==> config.mk <==
export PLATFORM = sky130hd
export DESIGN_NAME = shared_dmem_arbiter
export DESIGN_NICKNAME = d
export VERILOG_FILES = /design/src/rtl/shared_dmem_arbiter.sv
export SDC_FILE = /design/constraint.sdc
export NUM_CORES = 2
export LEC_CHECK = 0
export CELL_PAD_IN_SITES_DETAIL_PLACEMENT = 0
export CELL_PAD_IN_SITES_GLOBAL_PLACEMENT = 1
export CORE_UTILIZATION = 39
export CTS_BUF_LIST = sky130_fd_sc_hd__clkbuf_16
export DETAILED_ROUTE_END_ITERATION = 7
export PLACE_DENSITY_LB_ADDON = 0.08
export SETUP_SLACK_MARGIN = 0.3
export SYNTH_ARGS = -nofsm -noshare
export SYNTH_HDL_FRONTEND = slang
export SYNTH_SLANG_ARGS = --single-unit
==> constraint.sdc <==
create_clock -name clk_i -period 2.6 [get_ports clk_i]
set_input_delay 0.52 -clock clk_i [delete_from_list [all_inputs] [get_ports clk_i]]
set_output_delay 0.52 -clock clk_i [all_outputs]
set_load 0.05 [all_outputs]
==> src/rtl/shared_dmem_arbiter.sv <==
// Two-core data-memory responder: round-robin arbitration onto one word array, registered read data.
// Optional access/conflict counters are enabled with `define SHARED_DMEM_STATS_EN.
module shared_dmem_arbiter #(
    parameter int DATA_W = 32,
    parameter int ADDR_W = 32,
    parameter int DEPTH  = 32
) (
    input  logic              clk_i,
    input  logic              rst_n,
    input  logic [ADDR_W-1:0] addr_i_1,
    input  logic [DATA_W-1:0] data_i_1,
    input  logic              MemRead_i_1,
    input  logic              MemWrite_i_1,
    output logic [DATA_W-1:0] data_o_1,
    output logic              rvalid_o_1,
    output logic              stall_o_1,
    input  logic [ADDR_W-1:0] addr_i_2,
    input  logic [DATA_W-1:0] data_i_2,
    input  logic              MemRead_i_2,
    input  logic              MemWrite_i_2,
    output logic [DATA_W-1:0] data_o_2,
    output logic              rvalid_o_2,
    output logic              stall_o_2
`ifdef SHARED_DMEM_STATS_EN
    ,
    output logic [15:0]       acc_cnt_o_1,
    output logic [15:0]       acc_cnt_o_2,
    output logic [15:0]       conflict_cnt_o
`endif
);

    localparam int IDX_W = $clog2(DEPTH);

    // Saturating 16-bit increment used by the statistics counters.
    function automatic logic [15:0] sat_inc(input logic [15:0] cnt, input logic en);
        logic [15:0] res;
        if (en && (cnt != 16'hFFFF)) begin
            res = cnt + 16'd1;
        end else begin
            res = cnt;
        end
        return res;
    endfunction

    logic [IDX_W-1:0]  idx_1_s;
    logic [IDX_W-1:0]  idx_2_s;
    logic              req_1_s;
    logic              req_2_s;
    logic              gnt_1_s;
    logic              gnt_2_s;
    logic              contested_s;
    logic              rd_1_s;
    logic              rd_2_s;
    logic              wr_en_s;
    logic [IDX_W-1:0]  wr_idx_s;
    logic [DATA_W-1:0] wr_data_s;
    logic              unused_addr_s;

    logic              prio_q;
    logic              prio_d;
    logic [DATA_W-1:0] mem_q [DEPTH];
    logic [DATA_W-1:0] mem_d [DEPTH];
    logic [DATA_W-1:0] data_o_1_q;
    logic [DATA_W-1:0] data_o_1_d;
    logic [DATA_W-1:0] data_o_2_q;
    logic [DATA_W-1:0] data_o_2_d;
    logic              rvalid_o_1_q;
    logic              rvalid_o_1_d;
    logic              rvalid_o_2_q;
    logic              rvalid_o_2_d;

    assign idx_1_s = addr_i_1[IDX_W+1:2];
    assign idx_2_s = addr_i_2[IDX_W+1:2];
    assign req_1_s = MemRead_i_1 | MemWrite_i_1;
    assign req_2_s = MemRead_i_2 | MemWrite_i_2;
    assign unused_addr_s = ^{addr_i_1[ADDR_W-1:IDX_W+2], addr_i_1[1:0],
                             addr_i_2[ADDR_W-1:IDX_W+2], addr_i_2[1:0]};

    // Grant decision; prio_q = 0 favours core 1, 1 favours core 2. Nothing is granted in reset.
    always_comb begin
        gnt_1_s     = 1'b0;
        gnt_2_s     = 1'b0;
        contested_s = 1'b0;
        if (!rst_n) begin
            gnt_1_s = 1'b0;
            gnt_2_s = 1'b0;
        end else if (req_1_s && req_2_s) begin
            contested_s = 1'b1;
            gnt_1_s     = ~prio_q;
            gnt_2_s     = prio_q;
        end else begin
            gnt_1_s = req_1_s;
            gnt_2_s = req_2_s;
        end
    end

    // Round-robin pointer moves to the loser only on contested cycles.
    always_comb begin
        prio_d = prio_q;
        if (contested_s) begin
            prio_d = gnt_1_s;
        end else begin
            prio_d = prio_q;
        end
    end

    // Single array port: select the granted core's access; a store wins over a load when both are set.
    always_comb begin
        rd_1_s    = gnt_1_s & MemRead_i_1 & ~MemWrite_i_1;
        rd_2_s    = gnt_2_s & MemRead_i_2 & ~MemWrite_i_2;
        wr_en_s   = (gnt_1_s & MemWrite_i_1) | (gnt_2_s & MemWrite_i_2);
        wr_idx_s  = gnt_2_s ? idx_2_s  : idx_1_s;
        wr_data_s = gnt_2_s ? data_i_2 : data_i_1;
    end

    // Next-state of the word array.
    always_comb begin
        for (int i = 0; i < DEPTH; i++) begin
            mem_d[i] = (wr_en_s && (wr_idx_s == IDX_W'(i))) ? wr_data_s : mem_q[i];
        end
    end

    // Read data registers hold their value between loads; valid pulses for one cycle.
    always_comb begin
        data_o_1_d   = rd_1_s ? mem_q[idx_1_s] : data_o_1_q;
        data_o_2_d   = rd_2_s ? mem_q[idx_2_s] : data_o_2_q;
        rvalid_o_1_d = rd_1_s;
        rvalid_o_2_d = rd_2_s;
    end

    // State registers: priority, array and read ports.
    always_ff @(posedge clk_i or negedge rst_n) begin
        if (!rst_n) begin
            prio_q       <= 1'b0;
            data_o_1_q   <= {DATA_W{1'b0}};
            data_o_2_q   <= {DATA_W{1'b0}};
            rvalid_o_1_q <= 1'b0;
            rvalid_o_2_q <= 1'b0;
            for (int i = 0; i < DEPTH; i++) begin
                mem_q[i] <= {DATA_W{1'b0}};
            end
        end else begin
            prio_q       <= prio_d;
            data_o_1_q   <= data_o_1_d;
            data_o_2_q   <= data_o_2_d;
            rvalid_o_1_q <= rvalid_o_1_d;
            rvalid_o_2_q <= rvalid_o_2_d;
            mem_q        <= mem_d;
        end
    end

    assign data_o_1   = data_o_1_q;
    assign data_o_2   = data_o_2_q;
    assign rvalid_o_1 = rvalid_o_1_q;
    assign rvalid_o_2 = rvalid_o_2_q;
    assign stall_o_1  = req_1_s & ~gnt_1_s & rst_n;
    assign stall_o_2  = req_2_s & ~gnt_2_s & rst_n;

`ifdef SHARED_DMEM_STATS_EN
    logic [15:0] acc_cnt_1_q;
    logic [15:0] acc_cnt_1_d;
    logic [15:0] acc_cnt_2_q;
    logic [15:0] acc_cnt_2_d;
    logic [15:0] conflict_cnt_q;
    logic [15:0] conflict_cnt_d;

    // Counter next-state.
    always_comb begin
        acc_cnt_1_d    = sat_inc(acc_cnt_1_q, gnt_1_s);
        acc_cnt_2_d    = sat_inc(acc_cnt_2_q, gnt_2_s);
        conflict_cnt_d = sat_inc(conflict_cnt_q, contested_s);
    end

    // Counter registers.
    always_ff @(posedge clk_i or negedge rst_n) begin
        if (!rst_n) begin
            acc_cnt_1_q    <= 16'd0;
            acc_cnt_2_q    <= 16'd0;
            conflict_cnt_q <= 16'd0;
        end else begin
            acc_cnt_1_q    <= acc_cnt_1_d;
            acc_cnt_2_q    <= acc_cnt_2_d;
            conflict_cnt_q <= conflict_cnt_d;
        end
    end

    assign acc_cnt_o_1    = acc_cnt_1_q;
    assign acc_cnt_o_2    = acc_cnt_2_q;
    assign conflict_cnt_o = conflict_cnt_q;
`endif

endmodule

### Word level (Yosys, flattened, before mapping)

Cells that the tools add are included.

| storage, ports and cells | value |
|---|---|
| register bits after elaboration | 1091 |
| bits of input ports | 134 |
| output and inout bits | 68 |
| word-level logic and storage cells | 138 |

| cells by class | value |
|---|---|
| order comparisons | 2 |
| eq/ne operators | 31 |
| multiplexer cells | 14 |
| bitwise operators | 20 |
| reductions and logical operators | 34 |

Operators with widths:

| kind | number |
|---|---|
| 32-bit binary-select mux with 5-bit select | 2 |
| 32-bit 2-to-1 mux | 5 |
| 5-bit equality test, second input constant | 16 |
| 5-bit by 4-bit equality test with 1-bit output, second input constant | 8 |
| 1-bit logical AND | 33 |
| 5-bit by 3-bit equality test with 1-bit output, second input constant | 4 |
| 6-bit greater-or-equal comparator, second input constant | 2 |
| 5-bit NOT with 6-bit output | 2 |
| 1-bit bitwise AND | 10 |
| 5-bit by 2-bit equality test with 1-bit output, second input constant | 2 |
| 1-bit 2-to-1 mux | 6 |
| 5-bit by 1-bit equality test with 1-bit output, second input constant | 1 |
| 5-bit zero test | 1 |
| 5-bit 2-to-1 mux | 1 |
| 1-bit NOT | 5 |
| 1-bit bitwise OR | 3 |

### Logic depth before layout (Yosys ltp)

| depth | value |
|---|---|
| word-level depth | 7 |
| depth in mapped cells | 9 |
| mapped depth without buffers | 5 |

### Least setup slack after synthesis

No wires, ideal clock.

| timing | value |
|---|---|
| path type | input-to-output |
| start point | in MemWrite_i_2 |
| end point | out stall_o_1 |
| data arrival time | 1.907 ns |
| required time | 2.080 ns |
| slack | 0.173 ns |
| stages on the path | 6 |
| buffers on the path | 3 |
| cells stage by stage | o21a_1 -> buf_4 -> buf_4 -> buf_2 -> o21ai_0 -> nor2_1 |

| on the way | value |
|---|---|
| longest elaborated chain between the ends | 7 |

Ends and longest elaborated chain:

| item | line | text |
|---|---|---|
| from (decl) | 20 | `input logic MemWrite_i_2,` |
| 1-bit bitwise OR | 75 | `assign req_2_s = MemRead_i_2 \| MemWrite_i_2;` |
| 1-bit logical AND | 87 | `end else if (req_1_s && req_2_s) begin` |
| 1-bit 2-to-1 mux | 87 |  |
| 1-bit 2-to-1 mux | 84 | `if (!rst_n) begin` |
| 1-bit NOT | 156 | `assign stall_o_1 = req_1_s & ~gnt_1_s & rst_n;` |
| 1-bit bitwise AND (2 in a row) | 156 |  |
| to (decl) | 16 | `output logic stall_o_1,` |

Every way passes these cells.

### Worst setup path in the final report

| timing | value |
|---|---|
| start point | reg data_o_1_q[20] (netlist: data_o_1[20]) |
| end point | out data_o_1[20] |

RTL lines:

| item | line | text |
|---|---|---|
| from (decl) | 63 | `logic [DATA_W-1:0] data_o_1_q;` |
| from (signal assigned) | 135 | `data_o_1_q <= {DATA_W{1'b0}};` |
| from (signal assigned) | 144 | `data_o_1_q <= data_o_1_d;` |
| to (decl) | 14 | `output logic [DATA_W-1:0] data_o_1,` |

No word-level cell between the ends.

==> impl_results.md <==
* Number of antenna violations at the first check in global routing at 2
* Outcome: finished clean
* Max-cap violations at 0
* Layout area overhead at 22.3%
* Startpoint type of the worst setup path: flip-flop
* Vias in the first global route at 45,900
* Placed Cells at 7,843
* CP Capture Type: primary output
* Peak supply drop at 0.000677 V
* Total global-route track usage at 0.290
* Slew of the pin with the lowest slew margin at 1.07 ns
* Worst min path class: in2async
* Mapped cell area at 57,100 sq um
* Post-layout minimum cycle time at 2.23 ns
* Fmax at 0.448 GHz
* Drt pass-1 iters at 8
* Core Util, Final at 0.484
* Initial DRC Count at 3,793
* Mean routed wirelength per cell at 26.7 microns
* Seq/Total Area, Yosys at 0.478
* Predominant post-synthesis flop cell: dfrtp_1
* Max-slew violation count at 0
* Share of layout cells above drive strength 1 at 0.146
* Final ANT Viol Nets at 0
* Total power density per cell area at 923 nW/um^2
* Leakage Power at 32.3 nW
* EDFF count, synth at 0
* Post-route DRC at 0
* Die X at 384 microns
* Sum Neg Setup Slack at 0 ns
* Area of the multi-input gates at 27,400 sq um
* Sequential Area at 27,300 sq um
* Synth cell types at 50
* GPL Wtd Cong at 0.821
* Largest net degree at the start of global routing at 159
* Ys async rst share at 1.00
* CP max stage delay at 0.55 ns
* Worst-path maximum fanout at 2
* Buf/Inv on CP at 1
* First-pass GRT wire length at 317 mm
* Std-Cell Rows at 139
* Clock Pin Slew Worst Setup and Hold Paths at 0.06 ns
* Layout Cells excl Fill at 8,073
* Critical path class: reg2out
* Die area at 148,000 sq um
* Starting Density at 0.395
* Detail Placement HPWL at 138 mm
* Worst flop-to-flop path endpoint: mem_q[860]
* Layout Nets at 6,210
* Num CTS Buffers at 132
* Crit path required time at 2.08 ns
* Flops & latches, synth at 1,091
* R2R Setup Slk at 0.48 ns
* Syn nets at 5,914
* Largest delay share family, worst path: buffers and inverters
* Slew headroom at 0.290
* CTS tree: yes
* Cells after Synth at 5,780
* Clk buf depth at 3
* Port bufs at 147
* Num Clock Sinks at 1,091
* RSZ-0062 raised after global routing: no
* Vias post-DR at 46,400
* Root Buffer Master: clkbuf_16
* IO Pins at 202
* Clk_lat worst skew at 0.79 ns
* Fill cells at 13,600
* H-tree levels at 4
* Clk_skew at 0.0216 ns
* Worst r2r src: prio_q
* Syn avg cell area at 9.87 sq um
* CP cell instances: dlygate4sd2_1
* Ant. Diodes at 0
* Die span in y at 384 microns
* Slowest CP cell: dlygate4sd2_1
* Final hold vios at 0
* Overflow after GRT at 0
* YS warnings at 0
* Vias/cell at 5.75
* CP arrival at 1.71 ns
* Core Area at 144,000 sq um
* WL final at 215 mm
* Post-CTS Setup Inserts at 0
* # setup viols final at 0
* R2R depth at 8
* Final worst-path cycle share at 0.859
[kinds of logic (layout without fill, tap and decap cells)]
family | count (synthesis) | in the layout | synth area share
flops | 1091 | 1091 | 0.478
xor+xnor | 1 | 1 | 0.000154
mux | 1056 | 1056 | 0.185
compound gates | 1865 | 1865 | 0.206
simple gates | 1174 | 1174 | 0.0813
buf+inv | 593 | 983 | 0.0488
[stage by stage]
step / hold slack, ns / worst slack (ns) / total power [mW] / cell area, sq um
6_report: 0.407 / 0.366 / 64.4 / 69800
5_1_grt: 0.394 / 0.307 / 68.4 / 69800
4_1_cts: 0.441 / 0.178 / 64.9 / 69800
3_5_place_dp: 0.469 / -0.304 / 47.4 / 65800
3_3_place_gp: 0.481 / -0.236 / 46.9 / 65800
2_1_floorplan: 0.224 / 0.173 / 40.1 / 57100
[power by group]
| part | switching [mW] | internal [mW] | leakage (nW) |
|---|---|---|---|
| registers | 4.90 | 23.1 | 14.0 |
| clock network | 7.71 | 9.86 | 2.12 |
| logic | 10.6 | 8.29 | 16.1 |
| total | 23.2 | 41.2 | 32.3 |
[state kept, by name, indices dropped and copies added, names as in the netlist]
| register | cells |
|---|---|
| data_o_2 | 32 |
| rvalid_o_2 | 1 |
| mem_q | 1024 |
| prio_q | 1 |
| data_o_1 | 32 |
| rvalid_o_1 | 1 |
[tightest hold or removal path, cell delays in order]
cell            delay [ns]
buf_8                 0.09
dlymetal6s4s_1        0.56
buf_6                 0.41
[layer usage]
| layer | vias to the layer above | wire, microns | track usage |
|---|---|---|---|
| li1 | 21600 | - | - |
| met1 | 23300 | 103000 | 0.421 |
| met2 | 1178 | 97000 | 0.453 |
| met3 | 305 | 9970 | 0.0377 |
| met4 | 0 | 5820 | 0.0811 |
| met5 | - | 0 | 0 |
[worst max path at each step]
stage / start / endpoint / cells after the start
finish: data_o_1[20] / data_o_1[20] / 1
global route: data_o_2[18] / data_o_2[18] / 1
CTS: data_o_1[28] / data_o_1[28] / 1
detailed placement: addr_i_1[3] / data_o_1[1] / 9
global placement: addr_i_2[5] / data_o_2[4] / 7
floorplan: MemWrite_i_2 / stall_o_1 / 6
[synth_stat cells, drive strengths merged, types with 2 or more instances]
cell type | number | area [sq um]
or2 | 2 | 12.5
nor3 | 2 | 10.0
o2111a | 3 | 33.8
o211ai | 10 | 75.1
nor4 | 10 | 62.6
o21ai | 531 | 2720
nor3b | 6 | 45.0
a22o | 128 | 1120
a21oi | 653 | 3410
o41ai | 64 | 703
nand2b | 9 | 56.3
nand3 | 2 | 10.0
a221oi | 128 | 1120
nand4 | 10 | 62.6
o21a | 4 | 30.0
nand4b | 2 | 17.5
a2111oi | 10 | 90.1
a22oi | 256 | 1920
and2 | 3 | 18.8
mux2i | 1056 | 10600
o2111ai | 3 | 26.3
clkbuf | 295 | 1110
nor4b | 9 | 78.8
nor2 | 520 | 1950
inv | 4 | 15.0
nor2b | 9 | 56.3
o22ai | 64 | 400
or4b | 3 | 37.5
nand3b | 4 | 30.0
dfrtp | 1091 | 27300
a211oi | 6 | 45.0
nand2 | 583 | 2190
buf | 294 | 1660
[final cells by class]
cell class / instances / share of cell area
clock buffers: 132 / 0.0473
clock inverters: 96 / 0.0103
inverters: 4 / 0.000215
multi-input cells: 4096 / 0.392
flip-flops and latches: 1091 / 0.391
well taps: 1903 / 0.0341
repair buffers: 751 / 0.125
[cells in the final DEF, fill, tap and decap left out, drive strengths merged, types with 128 or more instances in the layout]
| cell type | count |
|---|---|
| a221oi | 128 |
| dfrtp | 1091 |
| nor2 | 520 |
| nand2 | 583 |
| clkbuf | 135 |
| buf | 607 |
| mux2i | 1056 |
| a21oi | 653 |
| o21ai | 531 |
| a22o | 128 |
| a22oi | 256 |
[what timing repair did]
item / in CTS / in global routing
cloned: 0 / 1
hold buffers: 1 / 0
pin swaps: 1 / 1
gates resized for setup: 99 / 10
endpoints found under the setup margin: 68 / 103
hold endpoints to repair: 90 / 0
No activity file was read; power rests on OpenSTA's default activity.
